===== src/rtl/imm_encoder.sv =====
// imm_encoder: packs a sign-extended immediate into ImmGen's {instr[31:20], instr[11:7]} field.
// Latency 1 cycle; in_ready = !out_valid || out_ready gives one result per cycle when drained.
// Result is held stable while out_valid && !out_ready. IMMENC_ERRCNT_EN adds a saturating err_count.
module imm_encoder (
  input  logic        clk,
  input  logic        rst_n,
  input  logic        in_valid,
  output logic        in_ready,
  input  logic [1:0]  in_immsel,
  input  logic [31:0] in_imm,
  output logic        out_valid,
  input  logic        out_ready,
  output logic [16:0] ImmOUT,
  output logic [16:0] out_mask,
  output logic        out_err
`ifdef IMMENC_ERRCNT_EN
  ,
  output logic [7:0]  err_count
`endif
);

  localparam logic [1:0] SEL_I = 2'b00;
  localparam logic [1:0] SEL_S = 2'b01;
  localparam logic [1:0] SEL_B = 2'b10;

  localparam logic [16:0] MASK_I  = 17'h1FFE0;
  localparam logic [16:0] MASK_SB = 17'h1FC1F;

  logic        out_valid_q;
  logic [16:0] imm_q, imm_d;
  logic [16:0] mask_q, mask_d;
  logic        err_q, err_d;
  logic        fits12;
  logic        fits13;
  logic        accept;

  assign in_ready  = !out_valid_q || out_ready;
  assign accept    = in_valid && in_ready;
  assign out_valid = out_valid_q;
  assign ImmOUT    = imm_q;
  assign out_mask  = mask_q;
  assign out_err   = err_q;

  // Range-check the immediate and scatter its bits into the instruction field layout.
  always_comb begin
    // Sign-extension check: all bits above the field's sign bit must match it.
    fits12 = (&in_imm[31:11]) || !(|in_imm[31:11]);
    fits13 = (&in_imm[31:12]) || !(|in_imm[31:12]);
    imm_d  = '0;
    mask_d = '0;
    err_d  = 1'b0;
    case (in_immsel)
      SEL_I: begin
        if (fits12) begin
          imm_d  = {in_imm[11:0], 5'b0};
          mask_d = MASK_I;
        end else begin
          err_d = 1'b1;
        end
      end
      SEL_S: begin
        if (fits12) begin
          imm_d  = {in_imm[11:5], 5'b0, in_imm[4:0]};
          mask_d = MASK_SB;
        end else begin
          err_d = 1'b1;
        end
      end
      SEL_B: begin
        // Branch offsets are halfword aligned; bit 0 is implicit and must be zero.
        if (fits13 && !in_imm[0]) begin
          imm_d  = {in_imm[12], in_imm[10:5], 5'b0, in_imm[4:1], in_imm[11]};
          mask_d = MASK_SB;
        end else begin
          err_d = 1'b1;
        end
      end
      default: err_d = 1'b1;
    endcase
  end

  // Output register: load on accept, drop valid on consumption, otherwise hold.
  always_ff @(posedge clk or negedge rst_n) begin
    if (!rst_n) begin
      out_valid_q <= 1'b0;
      imm_q       <= '0;
      mask_q      <= '0;
      err_q       <= 1'b0;
    end else if (accept) begin
      out_valid_q <= 1'b1;
      imm_q       <= imm_d;
      mask_q      <= mask_d;
      err_q       <= err_d;
    end else if (out_ready) begin
      out_valid_q <= 1'b0;
    end
  end

`ifdef IMMENC_ERRCNT_EN
  logic [7:0] err_count_q;

  assign err_count = err_count_q;

  // Count accepted unencodable requests, saturating at all-ones.
  always_ff @(posedge clk or negedge rst_n) begin
    if (!rst_n) begin
      err_count_q <= '0;
    end else if (accept && err_d && (err_count_q != 8'hFF)) begin
      err_count_q <= err_count_q + 8'd1;
    end
  end
`endif

endmodule


===== config.mk =====
export PLATFORM = sky130hd
export DESIGN_NAME = imm_encoder
export DESIGN_NICKNAME = d
export VERILOG_FILES = /design/src/rtl/imm_encoder.sv
export SDC_FILE = /design/constraint.sdc
export NUM_CORES = 1
export LEC_CHECK = 0
export ABC_AREA = 1
export CORE_MARGIN = 2
export CORE_UTILIZATION = 25
export CTS_CLUSTER_DIAMETER = 40
export DETAILED_ROUTE_END_ITERATION = 6
export MAX_ROUTING_LAYER = met4
export PLACE_DENSITY = 0.65
export REMOVE_ABC_BUFFERS = 1
export SYNTH_ARGS = -nofsm -noshare
export SYNTH_HDL_FRONTEND = slang
export SYNTH_SLANG_ARGS = --single-unit

===== constraint.sdc =====
create_clock -name clk -period 1.75 [get_ports clk]
set_input_delay 0.35 -clock clk [delete_from_list [all_inputs] [get_ports clk]]
set_output_delay 0.35 -clock clk [all_outputs]
set_load 0.005 [all_outputs]

==> results.cfg, run 1 <==
[final_layout]
fin_cells = 337
fin_nets = 307
synthToLayoutAreaGrowth_pct = 59.7
fillCellCount = 527
multiInputGateArea_um2 = 644
drive_gt1_frac = 0.0861
diodes = 0
register_area_um2 = 551

[synthesis]
synth_edf_count = 0
avgSynthCellArea_um2 = 6.93
ys_ff_latch = 22
yosys.cell_types.count = 20
yosys_warnings = 0
synthTopCellsByCount = nand2_1, nor2_1, dfrtp_1
yosysSeqAreaShare = 0.403
yosys.area.top_type_share = 0.403
synth_cells = 197
post-synth-top-count-cell = nand2_1
synth_area_leaders = dfrtp_1, nand2_1, nor2_1
syn-cell-area_um2 = 1370
yosysTopAreaCell = dfrtp_1
synthArstFlopShare = 1.00
synth_ff_type = dfrtp_1

[clock_network]
clkTransAtPathRegs_ns = 0.07
cts_max_level = 1
post_cts_resized = 1
cts_tree = yes
cts-hold-fix-buffers = 0
root_buffer = clkbuf_8
cts_sinks = 22
cts_made_buffers = 3
postCtsSetupBuffers = 0
clock_latency_ns = 0.25
cts_buffer_depth = 2

[timing]
post-route-period-util = 0.918
fin_crit_ns = 1.61
finalSetupViolations = 0
slew_violations = 0
clock.fmax_mhz = 623
fin_tns_setup_ns = 0
rsz0062_at_grt = no
slew_headroom = 0.808
timing.final.hold_violations = 0
worstMarginPinSlew_ns = 0.285
finalClockSkew_ns = 0.00302

[setup_path]
cp_num_buf_inv = 1
arrival_ns = 1.26
critPathLaunchType = flop
critPathTopFamily = buffers and inverters
crit_slowest_cell = clkdlybuf4s50_1
cp.required_ns = 1.40
crit_path_end_kind = output port
max_stage_delay_ns = 0.55
crit_fanout = 8
criticalPathCategory = flop to output port
crit_chain = clkdlybuf4s50_1

[global_routing]
grt_max_degree = 23
grt_pass1_wl_um = 6220
overflow = 0
gr-usage-all-layers = 0.128
grt_pass1_vias = 1325
antenna_found_initial = 0

[run]
max-cap-violations = 0

[power_and_ir_drop]
clkPwrFrac = 0.291
p_seq_frac = 0.502
power_switching_uw = 246
switching_share = 0.239
p_int_uw = 783
power_leakage_uw = 0.00102
comb_power_share = 0.207
powerDensity_nw_per_um2 = 472
vdd_drop_max_uv = 416

[placement]
dp_cells = 334
port_buffers = 74
gp_congestion = 0.819
hpwl_um = 2930

[min_path]
hp-class = input pin to asynchronous set/reset pin

[drt]
dr_total_vias = 1393
drt_wl_total_um = 3700
avgViaCountPerCell = 4.13
wire_per_inst_um = 11.0
drt-initial-drc-count = 60
antenna_left = 0
drtPass1Iterations = 4
drc = 0

[die]
start_util = 0.264
fp.dieH_um = 77.9
core_area_um2 = 5170
die_w_um = 77.9
die_area_um2 = 6070
num_rows = 26
io_pins = 75

[run_status]
status = complete, no violations
## cells in the final DEF (no fill, tap or decap)
cell,instances
o21ai_0,1
clkbuf_8,3
or2_1,3
clkinv_1,1
nand2_2,5
nand2_1,76
dlygate4sd2_1,1
nor2_1,32
nand3_2,1
inv_1,12
nand2_4,3
nor2_2,1
buf_4,9
o21ai_1,5
nand4_1,1
dfrtp_1,22
a21oi_1,1
nor3_1,1
nand3_4,1
clkdlybuf4s50_1,73
nand3_1,15
## stage by stage
stage / setup WS [ns] / hold slack (ns) / total power [uW] / area (um^2) / util
after floorplan: 0.362 / 0.0544 / 582 / 1240 / -
after CTS: 0.121 / 0.447 / 1040 / 2180 / 0.421
after global routing: 0.0373 / 0.452 / 1090 / 2180 / 0.421
final: 0.144 / 0.443 / 1030 / 2180 / 0.421
after global placement: -0.0676 / 0.467 / 740 / 2140 / 0.414
after detailed placement: -0.0700 / 0.465 / 742 / 2140 / 0.414
## power groups by stage
stage               clock network [uW]  logic, uW  registers (uW)
CTS                                312        216             516
global route                       341        234             517
detailed placement                   0        216             526
finish                             299        213             516
floorplan                            0       55.5             527
global placement                     0        214             526
## area by class of cell
class / count / share of cell area
Clock buffer: 3 / 0.0189
Inverter: 13 / 0.0224
Multi-Input combinational cell: 146 / 0.296
Sequential cell: 22 / 0.253
Tap cell: 70 / 0.0402
Timing Repair Buffer: 83 / 0.370
## worst paths after layout
check	startpoint	to	slack (ns)	cells after the start
hold reg to reg	ImmOUT[0]	ImmOUT[0]	0.48	2
setup reg to reg	out_valid	ImmOUT[4]	0.52	7
max in group asynchronous	rst_n	ImmOUT[11]	1.09	2
min in group clk	ImmOUT[0]	ImmOUT[0]	0.48	2
setup / recovery	out_mask[15]	out_mask[13]	0.14	1
hold / removal	rst_n	out_valid	0.44	2
## cells by family after synthesis
| family | after synthesis | share of synthesized area |
|---|---|---|
| AOI/OAI and AO/OA | 7 | 0.0257 |
| buffers and inverters | 29 | 0.125 |
| DFF | 22 | 0.403 |
| and+or+nand+nor | 139 | 0.446 |
## metal layers
layer / up-vias / global-route usage / part of all wire
met4: 0 / 0.00526 / 0.0022
li1: 730 / - / -
met2: 35 / 0.205 / 0.49
met1: 626 / 0.169 / 0.45
met3: 2 / 0.0372 / 0.060
met5: - / - / 0
## flip-flops by register name, summed over array words and instances (netlist names)
signal and count:
ImmOUT 17, out_err 1, out_mask 3, out_valid 1
(Power assumes the default switching activity.)
==> run 2: changes to the inputs <==
- CELL_PAD_IN_SITES_DETAIL_PLACEMENT: not set -> 1
- CELL_PAD_IN_SITES_GLOBAL_PLACEMENT: not set -> 1
- GPL_TIMING_DRIVEN: not set -> 0
- PLACE_DENSITY: 0.65 -> 0.89
==> results.cfg, run 2 (synthesis results as in run 1) <==
[run]
max-cap-violations = 0

[timing]
hold_slack_ns = 0.487
fin_crit_ns = 1.65
finalClockSkew_ns = 0.00476
finalSetupViolations = 0
slew_violations = 0
clock.fmax_mhz = 608
worstMarginPinSlew_ns = 0.998
fin_tns_setup_ns = 0
timing.final.hold_violations = 0
slew_headroom = 0.333
post-route-period-util = 0.940

[drt]
drt-initial-drc-count = 23
drc = 0
drt_wl_total_um = 4140
wire_per_inst_um = 12.6
dr_total_vias = 1383
drtPass1Iterations = 4
avgViaCountPerCell = 4.20
antenna_left = 0

[setup_path]
r2r_end = ImmOUT[6]
crit_path_end_kind = flop
reg2reg_depth = 5
reg2reg_slack_ns = 0.40
cp.required_ns = 1.95
arrival_ns = 1.85
crit_fanout = 8
criticalPathCategory = input pin to flop
r2r_start = out_valid
critPathLaunchType = input pin

[placement]
dpl_cell_area_um2 = 2070
hpwl_um = 3360
gp_congestion = 0.749
port_buffers = 74

[die]
core_area_um2 = 5170
fp.dieH_um = 77.9
die_w_um = 77.9
die_area_um2 = 6070
start_util = 0.264
num_rows = 26
io_pins = 75

[clock_network]
cts_made_buffers = 3
cts-hold-fix-buffers = 0
postCtsSetupBuffers = 0
clock_latency_ns = 0.26
cts_tree = yes
root_buffer = clkbuf_8
cts_sinks = 22
cts_buffer_depth = 2
cts_max_level = 1
clkTransAtPathRegs_ns = 0.08

[final_layout]
layout_commonest_cell = nand2_1
largest_reg_flops = 17
fin_nets = 298
synthToLayoutAreaGrowth_pct = 57.6
diodes = 0
final_cell_mix = nand2_1, clkdlybuf4s50_1, nor2_1
final_util = 0.416
postLayoutCellArea_um2 = 2150
drive_gt1_frac = 0.0656

[power_and_ir_drop]
vdd_drop_max_uv = 317
power_leakage_uw = 0.00103
powerDensity_nw_per_um2 = 503

[run_status]
status = complete, no violations

[global_routing]
grt_max_degree = 26
grt_pass1_wl_um = 7060
grt_pass1_vias = 1544
gr-usage-all-layers = 0.145
antenna_found_initial = 0
overflow = 0

[min_path]
min_to = ImmOUT[12]
min_path_cells = 2
min_from = ImmOUT[12]
hp-class = flop to flop
[run 2: final cells by class]
class	instances	area, um^2
fillers	629	3020
multi-input cells	146	658
inverters	13	50.0
repair buffers	74	749
clock buffers	4	55.1
flip-flops and latches	22	551
well taps	70	87.6
[run 2: worst max-delay path by stage]
| stage | start | to |
|---|---|---|
| floorplan | out_ready | ImmOUT[5] |
| global route | in_immsel[1] | ImmOUT[15] |
| CTS | out_ready | ImmOUT[13] |
| finish | in_immsel[1] | ImmOUT[13] |
| detailed placement | out_ready | ImmOUT[6] |
| global placement | out_ready | ImmOUT[9] |
[run 2: power breakdown]
group,switching (uW),internal (uW)
clock,165,201
combinational,98.0,103
sequential,2.87,513
total,266,816
[run 2: worst max-delay path: stages]
cell	delay, ns
clkdlybuf4s50_1	0.55
inv_1	0.13
nor3_1	0.34
nand2_2	0.17
nand2_4	0.14
nand3_1	0.08
nand2_1	0.07
[run 2: routing by layer]
layer | routed length [um] | track usage
met1 | 1740 | 0.163
met2 | 2230 | 0.272
met3 | 137 | 0.0337
met4 | 26 | 0.0105
met5 | 0 | -
[run 2: through the flow]
step           worst slack, ns  std cells  power, uW
2_1_floorplan            0.362        181        582
3_3_place_gp            -0.431        325        724
3_5_place_dp            -0.428        325        728
4_1_cts                 0.0161        329       1100
5_1_grt               -0.00923        329       1140
6_report                 0.105        329       1080
[run 2: repair_timing]
item                                    4_1_cts  5_1_grt
gates resized for setup                       2        7
cloned                                        0        0
pin swaps                                     0        0
endpoints found under the setup margin       16       21
==> run 3: changes to the inputs <==
- CORE_ASPECT_RATIO: not set -> 0.7
==> results.cfg, run 3 (synthesis results as in run 1) <==
[die]
die_area_um2 = 6080
core_area_um2 = 5260
start_util = 0.260
io_pins = 75
num_rows = 22
fp.dieH_um = 65.8
die_w_um = 92.3

[clock_network]
clkTransAtPathRegs_ns = 0.08
root_buffer = clkbuf_8
cts-hold-fix-buffers = 0
cts_buffer_depth = 2
cts_made_buffers = 3
postCtsSetupBuffers = 0
cts_max_level = 1
cts_tree = yes
cts_sinks = 22
clock_latency_ns = 0.26

[setup_path]
crit_fanout = 8
cp_num_buf_inv = 1
critPathTopFamily = buffers and inverters
crit_chain = clkdlybuf4s50_1
reg2reg_slack_ns = 0.40
crit_slowest_cell = clkdlybuf4s50_1
crit_path_end_kind = output port
r2r_start = out_valid
r2r_end = ImmOUT[8]
reg2reg_depth = 5
cp.required_ns = 1.40
criticalPathCategory = flop to output port
arrival_ns = 1.26
max_stage_delay_ns = 0.55
critPathLaunchType = flop

[drt]
avgViaCountPerCell = 4.26
drt_wl_total_um = 4150
drt-initial-drc-count = 50
wire_per_inst_um = 12.6
drtPass1Iterations = 4
antenna_left = 0
dr_total_vias = 1406
drc = 0

[global_routing]
antenna_found_initial = 0
overflow = 0
grt_max_degree = 26
grt_pass1_wl_um = 6820
grt_pass1_vias = 1430
gr-usage-all-layers = 0.145

[timing]
post-route-period-util = 0.922
fin_tns_setup_ns = 0
finalSetupViolations = 0
timing.final.hold_violations = 0
rsz0062_at_grt = no
slew_headroom = 0.330
worstMarginPinSlew_ns = 1.00
finalClockSkew_ns = 0.00495
slew_violations = 0
fin_crit_ns = 1.61
clock.fmax_mhz = 620
setup_ws_ns = 0.136

[power_and_ir_drop]
p_total_uw = 1020
vdd_drop_max_uv = 276
power_leakage_uw = 0.00102
powerDensity_nw_per_um2 = 479

[final_layout]
layout_commonest_cell = nand2_1
register_area_um2 = 551
fin_nets = 298
final_cell_mix = nand2_1, clkdlybuf4s50_1, nor2_1
fin_cells = 330
largest_reg_flops = 17
synthToLayoutAreaGrowth_pct = 56.6
multiInputGateArea_um2 = 656
fillCellCount = 642
drive_gt1_frac = 0.0659
final_util = 0.406
diodes = 0

[min_path]
min_path_cells = 2
hp-class = flop to flop
min_to = ImmOUT[3]
min_from = ImmOUT[3]

[placement]
dp_cells = 327
hpwl_um = 3360
dp_slack_ns = -0.464
port_buffers = 74
gp_congestion = 0.865

[run]
max-cap-violations = 0

[run_status]
status = complete, no violations
run 3: worst reg2reg max path: stages (launching register included):
cell	delay, ns
dfrtp_1	0.35
nand2_1	0.12
nand2_4	0.26
clkinv_2	0.26
nand3_4	0.18
o21ai_1	0.07
run 3: per-layer routing:
layer / up-vias / wire length (um) / track usage / share of wire
met1: 654 / 1980 / 0.186 / 0.48
met5: - / 0 / - / 0
met4: 0 / 24 / 0.0224 / 0.0058
li1: 717 / - / - / -
met2: 31 / 1990 / 0.245 / 0.48
met3: 4 / 147 / 0.0308 / 0.035
run 3: repair_timing:
action / CTS / global route
pin swaps: 0 / 0
gates resized for setup: 3 / 6
endpoints found under the setup margin: 18 / 18
run 3: where the power goes:
| group | internal [uW] | leakage, uW | switching [uW] |
|---|---|---|---|
| registers | 513 | 0.000302 | 2.82 |
| logic | 103 | 0.000698 | 99.0 |
| clock network | 153 | 0.0000216 | 152 |
| total | 769 | 0.00102 | 254 |
run 3: how the worst max path moves through the flow:
stage / startpoint / end / slack (ns) / cells after the start
global route: in_imm[19] / ImmOUT[3] / 0.004 / 11
finish: out_mask[15] / out_mask[16] / 0.14 / 1
CTS: out_ready / ImmOUT[8] / 0.02 / 7
global placement: out_ready / ImmOUT[7] / -0.43 / 7
detailed placement: out_ready / ImmOUT[8] / -0.46 / 7
floorplan: out_ready / ImmOUT[5] / 0.36 / 6
run 3: final cells by class:
cell class	count	area share
clock buffers	3	0.0193
inverters	13	0.0234
multi-input cells	146	0.307
flip-flops and latches	22	0.258
well taps	72	0.0422
repair buffers	74	0.351
run 3: through the flow:
| step | area, um^2 | hold WS (ns) |
|---|---|---|
| final | 2140 | 0.494 |
| after CTS | 2120 | 0.504 |
| after floorplan | 1240 | 0.0544 |
| after detailed placement | 2070 | 0.475 |
| after global placement | 2070 | 0.466 |
| after global routing | 2140 | 0.521 |
==> variant 1 (config.mk and constraints of run 1) <==
Build with the macro `IMMENC_ERRCNT_EN` defined.
--- a/src/rtl/imm_encoder.sv
+++ b/src/rtl/imm_encoder.sv
@@ -1,6 +1,8 @@
 // imm_encoder: packs a sign-extended immediate into ImmGen's {instr[31:20], instr[11:7]} field.
 // Latency 1 cycle; in_ready = !out_valid || out_ready gives one result per cycle when drained.
 // Result is held stable while out_valid && !out_ready. IMMENC_ERRCNT_EN adds a saturating err_count.
+`define IMMENC_ERRCNT_EN
+
 module imm_encoder (
   input  logic        clk,
   input  logic        rst_n,
Formal check against the unedited RTL (old outputs only; new: err_count): equivalent (Yosys induction, for registers that start in step).
==> variant 1 against run 1 <==
Worst setup slack got worse by 0.032 ns. Clock power rose by 92%. Sequential cell count rose by 8. Total power rose by 79%. Synthesized area rose by 30%. Critical path type unchanged. Largest power group unchanged. Worst hold slack improved by 0.018 ns. Largest cell class unchanged. Die area rose by 28%. Non-clock buffer count rose by 20. Wire length rose by 34%. Cell area rose by 32%.
==> variant 1: results (changes against run 1) <==
metric;value;unit;change
status;finished clean;;
drtIter0Drc;88;;+47%
buf_share;0.349;;-0.0209
regArea;751;um^2;+36%
synth.top_cells.by_count;93 x nand2_1, 34 x nor2_1, 30 x dfrtp_1, 19 x nand3_1, 15 x nand4_1;;
wl_per_cell;11.5;um;+4.5%
r2r_start;err_count[0]$_DFFE_PN0P_;;
layout-drive-gt1-share;0.119;;+0.0329
grt_pass1_vias;1749;;+32%
final_core_util;0.422;;+0.000594
use_met2;0.208;;+0.00262
powerDensity;640;nW/um^2;+36%
crit_arrival;1.29;ns;+0.03 ns
period_share;0.936;;+0.0184
clock_latency;0.28;ns;+0.03 ns
grt_pass1_wl;7.93;mm;+27%
fill_cells;714;;+35%
syn-instance-count;244;;+24%
wl_met2;2.29;mm;+27%
cts_buffers;5;;+2
clk_share;0.0317;;+0.0127
endpoint;out_mask[14];;
synth_area_leaders;dfrtp_1 42%, nand2_1 20%, nor2_1 7.2%;;
met1_length;2.29;mm;+37%
nClkBuffers;7;;+4
placed_area;2750;um^2;+28%
hpwl;3.77;mm;+29%
-- variant 1: cell count changes after synthesis, sizes merged, moves of 2 or more --
cell | before | now
nand4 | 1 | 15
nand2 | 84 | 99
nand3 | 17 | 20
a31oi | 0 | 2
dfrtp | 22 | 30
clkbuf | 0 | 2
o21ai | 6 | 1
xnor2 | 0 | 3
xor2 | 0 | 3
-- variant 1: cells by family after synthesis --
group,Yosys count,synth area share
compound gates,5,0.0204
xor+xnor,6,0.0296
fa+ha+maj,1,0.00705
buf+inv,31,0.105
flops,30,0.423
simple gates,171,0.415
-- variant 1: repair_timing --
action / CTS / global route
endpoints found under the setup margin: 1 / 17
gates cloned: 0 / 0
pin swaps: 0 / 1
resized for setup: 1 / 14
-- variant 1: through the flow --
step                      hold slack [ns]  TNS (ns)
after floorplan                    0.0544         0
after global placement              0.462     -3.45
after global routing                0.493         0
final                               0.461         0
after detailed placement            0.466     -4.26
after CTS                           0.470         0
==> variant 2 (flow settings as in run 1) <==
Without the edit above. Register the output `out_err` once more, cleared by the reset; this adds one clock of latency there. The other outputs are not delayed to match.
--- a/src/rtl/imm_encoder.sv
+++ b/src/rtl/imm_encoder.sv
@@ -39,7 +39,13 @@
   assign out_valid = out_valid_q;
   assign ImmOUT    = imm_q;
   assign out_mask  = mask_q;
-  assign out_err   = err_q;
+  always_ff @(posedge clk or negedge rst_n) begin
+    if (!rst_n) begin
+      out_err <= '0;
+    end else begin
+      out_err <= err_q;
+    end
+  end
 
   // Range-check the immediate and scatter its bits into the instruction field layout.
   always_comb begin
Behaviour: not the same (Yosys sat finds a counterexample within 4 cycles, from zero or initial values and one cycle with rst_n low).
==> variant 2 against run 1 <==
Total power is 5.3% higher. Final cell count is 1.2% higher. Clock skew is 0.0022 ns higher. Core utilization is 1.5 points lower. Synthesized area is 1.8% higher. Cell area is 1.4% higher. Worst hold slack worse by 0.059 ns. Worst setup slack worse by 0.00093 ns. Sequential cell count is 1 higher. Wire length is 1.9% lower. Highest routed layer unchanged.
==> variant 2: results (changes against run 1) <==
metric;value;unit;change
status;finished clean;;
cts-root-buf;clkbuf_8;;
pre_cts_ws;-0.0836;ns;-0.0136 ns
worstMarginPinSlew;0.285;ns;+0.000157 ns
hp-class;reg2reg;;
nets;308;;+0.33%
grtUsageMet3;0.0310;;-0.00617
use_met2;0.209;;+0.00337
syn-instance-count;198;;+0.51%
placed_area;2170;um^2;+1.3%
wl_met3;181;um;-18%
wl_met2;1.74;mm;-3.3%
r2r_slack;0.47;ns;-0.05 ns
reg2reg_to;ImmOUT[11]$_DFFE_PN0P_;;
p_leak;1.04;nW;+1.1%
synth_cell_types;20;;unchanged
dp.cells;337;;+0.90%
gp_congestion;0.901;;+10%
fin_crit;1.61;ns;+0.000925 ns
met1_usage;0.157;;-0.0118
p_int;0.820;mW;+4.7%
synth.top_cells.by_count;76 x nand2_1, 32 x nor2_1, 23 x dfrtp_1, 15 x nand3_1, 14 x buf_4;;
wl_per_cell;10.6;um;-3.0%
grt_pass1_wl;6.10;mm;-2.0%
grtUsageTotal;0.125;;-0.00280
grt_start_max_net_pins;24;;+4.3%
hpwl;2.91;mm;-0.58%
ir_drop;0.334;mV;-20%
drtIter0Drc;75;;+25%
synth_area_leaders;dfrtp_1 41%, nand2_1 21%, nor2_1 8.6%;;
seq_area_frac_synth;0.414;;+0.0107
finClkSkew;0.00518;ns;+0.00216 ns
synth_edf_count;0;;unchanged
drt-total-wl;3.63;mm;-1.9%
met1_length;1.70;mm;+1.7%
num_vias;1384;;-0.65%
[variant 2: what timing repair did]
action                     CTS  global route
buffers inserted             0             0
resized for setup            1             0
setup endpoints to repair    1             0
[variant 2: cell type report]
type	instances	share of cell area
Clock buffer	4	0.0204
Timing Repair Buffer	83	0.365
Tap cell	72	0.0407
Multi-Input combinational cell	146	0.291
Inverter	13	0.0221
Sequential cell	23	0.260
[variant 2: cell families after synthesis]
group | after synthesis | share of synthesized area
AND/OR/NAND/NOR | 139 | 0.438
buffers and inverters | 29 | 0.122
flip-flops | 23 | 0.414
AO/OA/AOI/OAI | 7 | 0.0252
[variant 2: power by group through the flow]
| stage | logic (mW) | registers (mW) | clock network, mW |
|---|---|---|---|
| 6_report | 0.215 | 0.543 | 0.325 |
| 3_5_place_dp | 0.218 | 0.554 | 0 |
| 4_1_cts | 0.218 | 0.543 | 0.341 |
| 2_1_floorplan | 0.0555 | 0.554 | 0 |
| 3_3_place_gp | 0.217 | 0.553 | 0 |
| 5_1_grt | 0.238 | 0.544 | 0.369 |
